==> src/rtl/bsg_piso_pkg.sv <==
// Shared state encoding and length helper for the full-vector parallel-in serial-out block.
// Also provides BSG_SAFE_CLOG2 when the surrounding codebase has not defined it.
`ifndef BSG_SAFE_CLOG2
`define BSG_SAFE_CLOG2(x) (((x) == 1) ? 1 : $clog2(x))
`endif

package bsg_piso_pkg;

    typedef enum logic [0:0] {e_piso_empty, e_piso_send} bsg_piso_state_e;

    // Requested lengths beyond the vector capacity are clamped to the capacity
    function automatic int bsg_piso_sat_len(input int len, input int max_els);
        return (len > max_els) ? max_els : len;
    endfunction

endpackage

==> src/rtl/bsg_counter_clear_up.sv <==
// Up counter with synchronous clear; clear and up together yield init_val_p + 1.
module bsg_counter_clear_up #(
    parameter  int max_val_p    = 1,
    parameter  int init_val_p   = 0,
    localparam int ptr_width_lp = `BSG_SAFE_CLOG2(max_val_p + 1)
) (
    input  logic                    clk_i,
    input  logic                    reset_n_i,
    input  logic                    clear_i,
    input  logic                    up_i,
    output logic [ptr_width_lp-1:0] count_o
);

    always_ff @(posedge clk_i or negedge reset_n_i) begin
        if (!reset_n_i)
            count_o <= ptr_width_lp'(init_val_p);
        else if (clear_i || up_i)
            count_o <= (clear_i ? ptr_width_lp'(init_val_p) : count_o) + ptr_width_lp'(up_i);
    end

endmodule

==> src/rtl/bsg_parallel_in_serial_out_full.sv <==
// Accepts a whole els_p x width_p vector and emits len elements over a valid/yumi port.
// Define BSG_PISO_ZERO_BUBBLE_EN to accept the next vector on the cycle the last element leaves.
module bsg_parallel_in_serial_out_full
    import bsg_piso_pkg::*;
#(
    parameter  int width_p      = 8,
    parameter  int els_p        = 4,
    parameter  int hi_to_lo_p   = 0,
    localparam int lg_els_lp    = `BSG_SAFE_CLOG2(els_p),
    localparam int len_width_lp = `BSG_SAFE_CLOG2(els_p + 1)
) (
    input  logic                     clk_i,
    input  logic                     reset_n_i,
    input  logic                     v_i,
    output logic                     ready_o,
    input  logic [els_p*width_p-1:0] data_i,
    input  logic [len_width_lp-1:0]  len_i,
    output logic                     v_o,
    output logic [width_p-1:0]       data_o,
    output logic                     last_o,
    input  logic                     yumi_i
);

    bsg_piso_state_e state_r, state_n;

    logic [els_p-1:0][width_p-1:0] data_r;
    logic [len_width_lp-1:0]       len_r, len_sat;
    logic [len_width_lp-1:0]       count_ext, last_idx;
    logic [lg_els_lp-1:0]          count_r, elem_idx;
    logic                          load, consume_last;

    assign len_sat   = len_width_lp'(bsg_piso_sat_len(int'(len_i), els_p));
    assign count_ext = len_width_lp'(count_r);
    assign last_idx  = len_r - len_width_lp'(1);

    assign v_o          = (state_r == e_piso_send);
    assign last_o       = v_o & (count_ext == last_idx);
    assign consume_last = yumi_i & last_o;
    assign load         = v_i & ready_o;

`ifdef BSG_PISO_ZERO_BUBBLE_EN
    assign ready_o = (state_r == e_piso_empty) | consume_last;
`else
    assign ready_o = (state_r == e_piso_empty);
`endif

    // Reverse order walks down from the last valid element, not from els_p-1
    assign elem_idx = (hi_to_lo_p != 0) ? lg_els_lp'(last_idx - count_ext) : count_r;
    assign data_o   = data_r[elem_idx];

    always_comb begin
        state_n = state_r;
        if (state_r == e_piso_empty) begin
            if (load && (len_sat != '0))
                state_n = e_piso_send;
        end else if (consume_last) begin
            state_n = (load && (len_sat != '0)) ? e_piso_send : e_piso_empty;
        end
    end

    always_ff @(posedge clk_i or negedge reset_n_i) begin
        if (!reset_n_i) begin
            state_r <= e_piso_empty;
            len_r   <= '0;
        end else begin
            state_r <= state_n;
            if (load)
                len_r <= len_sat;
        end
    end

    always_ff @(posedge clk_i) begin
        if (load)
            data_r <= data_i;
    end

    // The count is already zero whenever a vector loads, so load needs no clear of its own
    bsg_counter_clear_up #(
        .max_val_p  (els_p - 1),
        .init_val_p (0)
    ) count_ctr (
        .clk_i     (clk_i),
        .reset_n_i (reset_n_i),
        .clear_i   (consume_last),
        .up_i      (yumi_i & v_o & ~last_o),
        .count_o   (count_r)
    );

    yumi_needs_valid: assert property (@(posedge clk_i) disable iff (!reset_n_i) yumi_i |-> v_o);

endmodule
==> config.mk <==
export PLATFORM = sky130hd
export DESIGN_NAME = bsg_parallel_in_serial_out_full
export DESIGN_NICKNAME = d
export VERILOG_FILES = /design/src/rtl/bsg_piso_pkg.sv /design/src/rtl/bsg_counter_clear_up.sv /design/src/rtl/bsg_parallel_in_serial_out_full.sv
export SDC_FILE = /design/constraint.sdc
export NUM_CORES = 1
export LEC_CHECK = 0
export BUFFER_PORTS_ARGS = -buffer_cell sky130_fd_sc_hd__buf_4
export CAP_MARGIN = 5
export CELL_PAD_IN_SITES_DETAIL_PLACEMENT = 1
export CELL_PAD_IN_SITES_GLOBAL_PLACEMENT = 2
export CORE_MARGIN = 5
export CORE_UTILIZATION = 34
export CTS_CLUSTER_DIAMETER = 120
export DETAILED_ROUTE_END_ITERATION = 12
export PLACE_DENSITY = 0.77
export REMOVE_ABC_BUFFERS = 1
export SLEW_MARGIN = 25
export SYNTH_ARGS = -nofsm -noshare
export SYNTH_HDL_FRONTEND = slang
export SYNTH_SLANG_ARGS = --single-unit
==> constraint.sdc <==
create_clock -name clk_i -period 2.5 [get_ports clk_i]
set_input_delay 0.25 -clock clk_i [delete_from_list [all_inputs] [get_ports clk_i]]
set_output_delay 0.25 -clock clk_i [all_outputs]
set_load 0.005 [all_outputs]
==> impl_metrics.env <==
export IMPL_cts_repair_resized=0
export IMPL_multiInputGateArea_sq_um=378
export IMPL_fp_dieH_um=76.9
export IMPL_path_clk_slew_ns=0.07
export IMPL_crit_arrival_ns=2.36
export IMPL_async_reset_ff_share_pct=15.8
export IMPL_synth_top_area_share_pct=63.2
export IMPL_power_mw=2.08
export IMPL_h_tree_depth=2
export IMPL_die_w_um=76.9
export IMPL_grt_pass1_wl_um=5180
export IMPL_setup_tns_ns=0
export IMPL_required_ns=2.65
export IMPL_synth_most_common_cell="edfxtp_1"
export IMPL_ir_drop_v=0.000338
export IMPL_gp_congestion=0.737
export IMPL_synth_cells=78
export IMPL_synth_edff_count=32
export IMPL_numCtsBuffers=5
export IMPL_wirelength_um=3200
export IMPL_num_nets_final=177
export IMPL_ys_seq_elements=38
export IMPL_placed_area_sq_mm=0.00196
export IMPL_synth_cell_types=25
export IMPL_via_count=903
export IMPL_gr_total_overflow=0
export IMPL_dieArea_sq_mm=0.00591
export IMPL_clk_path_buf_depth=2
export IMPL_status="complete, no violations"
export IMPL_synthTopCellsByCount="32 x edfxtp_1, 8 x mux4_2, 6 x dfrtp_1, 5 x inv_1"
export IMPL_r2r_slack_ns=0.29
export IMPL_crit_path_end_kind="register"
export IMPL_grt_pass1_vias=1075
export IMPL_antenna_found_initial=0
export IMPL_drv_cap=0
export IMPL_maxSlewViolCount=0
export IMPL_post_route_min_period_ns=2.21
export IMPL_fin_skew_ns=0.00174
export IMPL_grt_total_usage_pct=11.4
export IMPL_hold_worst_slack_ns=0.144
export IMPL_port_buffers=49
export IMPL_critPathKind="register to register"
export IMPL_area_growth_syn_to_layout_pct=36.5
export IMPL_slew_headroom_pct=72.0
export IMPL_drc_errors=0
export IMPL_drtIter0Drc=51
export IMPL_cts_tree="built"
export IMPL_fillers=426
export IMPL_critPathMaxFanout=4
export IMPL_regArea_sq_mm=0.00111
export IMPL_timing_fmax_mhz=452
export IMPL_crit_path_start_kind="register"
export IMPL_p_leak_nw=0.816
export IMPL_drive_gt1_share_pct=52.2
export IMPL_yosysSeqAreaShare_pct=73.1
export IMPL_syn_area_per_cell_sq_um=19.5
export IMPL_rsz0062_at_grt="false"
export IMPL_hold_path_class="primary input to register"
export IMPL_yosysWarnings=0
export IMPL_drtAntennaViolNets=0
export IMPL_clock_sinks=38
export IMPL_wl_per_cell_um=17.0
export IMPL_period_share_pct=88.5
export IMPL_synthTopCellsByArea="edfxtp_1 63%, mux4_2 12%, dfrtp_1 9.9%"
export IMPL_pin_count=50
export IMPL_setup_viol=0
export IMPL_syn_area_sq_mm=0.00152
export IMPL_placementRows=24
export IMPL_clk_latency_ns=0.28
export IMPL_yosysTopAreaCell="edfxtp_1"
export IMPL_p_per_area_mw_per_mm2=1000
export IMPL_hold_viol_final=0
export IMPL_antenna_cells=0
export IMPL_grt_max_degree=35
export IMPL_root_buffer="clkbuf_8"
export IMPL_worst_pin_slew_ns=0.420
export IMPL_final_area_sq_mm=0.00208
export IMPL_viasPerCell=4.80
export IMPL_drt_pass1_iter_count=2
export IMPL_core_region_area_sq_mm=0.00435
export IMPL_start_util_pct=34.9
export IMPL_ys_flop_type="edfxtp_1"
-- layout make-up --
cell class / instances / share of cell area [%]
Multi-Input combinational cell: 33 / 18.2
Sequential cell: 38 / 53.5
Timing Repair Buffer: 53 / 19.3
Inverter: 5 / 0.904
Tap cell: 52 / 3.13
Clock buffer: 5 / 3.32
Clock inverter: 2 / 1.63
-- registers in the layout, indices dropped and copies added (netlist names) --
register and flops:
v_o 1, count_ctr.count_o 2, len_r 3, data_r 32
-- metrics by stage --
| step | std cells | util (%) | setup slack [ns] |
|---|---|---|---|
| CTS | 188 | 47.7 | 0.264 |
| detailed placement | 180 | 45.1 | 0.276 |
| global placement | 180 | 45.1 | 0.436 |
| global route | 188 | 47.7 | 0.151 |
| finish | 188 | 47.7 | 0.287 |
| floorplan | 76 | - | 0.456 |
-- logic make-up (layout without fill, tap and decap cells) --
family	count (synthesis)	in the layout	synth area share, %
adders and majority gates	2	2	1.65
and+or+nand+nor	11	11	5.02
buffers and inverters	7	65	2.06
DFF	38	38	73.1
AOI/OAI and AO/OA	7	7	3.13
muxes	10	10	13.3
xor gates and xnor gates	3	3	1.73
-- worst paths after layout --
path	from	to	cells after the start
max	len_r[0]$_DFFE_PN0P_	count_ctr.count_o[1]$_DFFE_PN0P_	9
min	data_i[2]	data_r[2]$_DFFE_PP_	1
max reg2reg	len_r[0]$_DFFE_PN0P_	count_ctr.count_o[1]$_DFFE_PN0P_	9
min reg2reg	len_r[2]$_DFFE_PN0P_	len_r[2]$_DFFE_PN0P_	1
max in group asynchronous	reset_n_i	count_ctr.count_o[1]$_DFFE_PN0P_	2
min in group asynchronous	reset_n_i	v_o$_DFF_PN0_	2
-- power by group --
group / leakage [nW] / switching (mW) / internal [mW]
sequential: 0.361 / 0.0450 / 0.811
combinational: 0.404 / 0.313 / 0.433
clock: 0.0517 / 0.194 / 0.288
-- routing by layer --
metal | GRT usage [%] | vias to the layer above | wire length [um]
met4 | 4.20 | 0 | 19
met1 | 13.0 | 451 | 1310
li1 | - | 422 | -
met5 | 0 | - | 0
met2 | 19.9 | 26 | 1710
met3 | 3.40 | 4 | 164
-- cells in the final DEF, fill, tap and decap left out, drive strengths merged --
master	count
xor2	1
nand2	1
nand2b	1
mux2	2
or3	1
or4	1
bufinv	1
a21oi	1
nor2b	1
and4b	1
dfrtp	6
clkinv	1
clkbuf	5
nand3	2
a2bb2oi	1
o311ai	1
nor2	1
o21ai	2
ha	2
o31ai	1
o21a	1
buf	52
edfxtp	32
inv	5
or3b	2
mux4	8
dlygate4sd3	1
xnor2	2
-- critical path, stage by stage (launching register included) --
cell and delay, ns:
dfrtp_1 0.37, inv_1 0.06, ha_1 0.33, xnor2_1 0.13, or3_4 0.35, o21a_1 0.19, ha_1 0.20, and4b_1 0.21
a21oi_1 0.14, nand3_1 0.10
-- timing repair --
item                                   in CTS  in global routing
hold buffers                                1                  0
endpoints found under the hold margin       6                  0
buffers inserted                            0                  0
(Power assumes the default switching activity.)
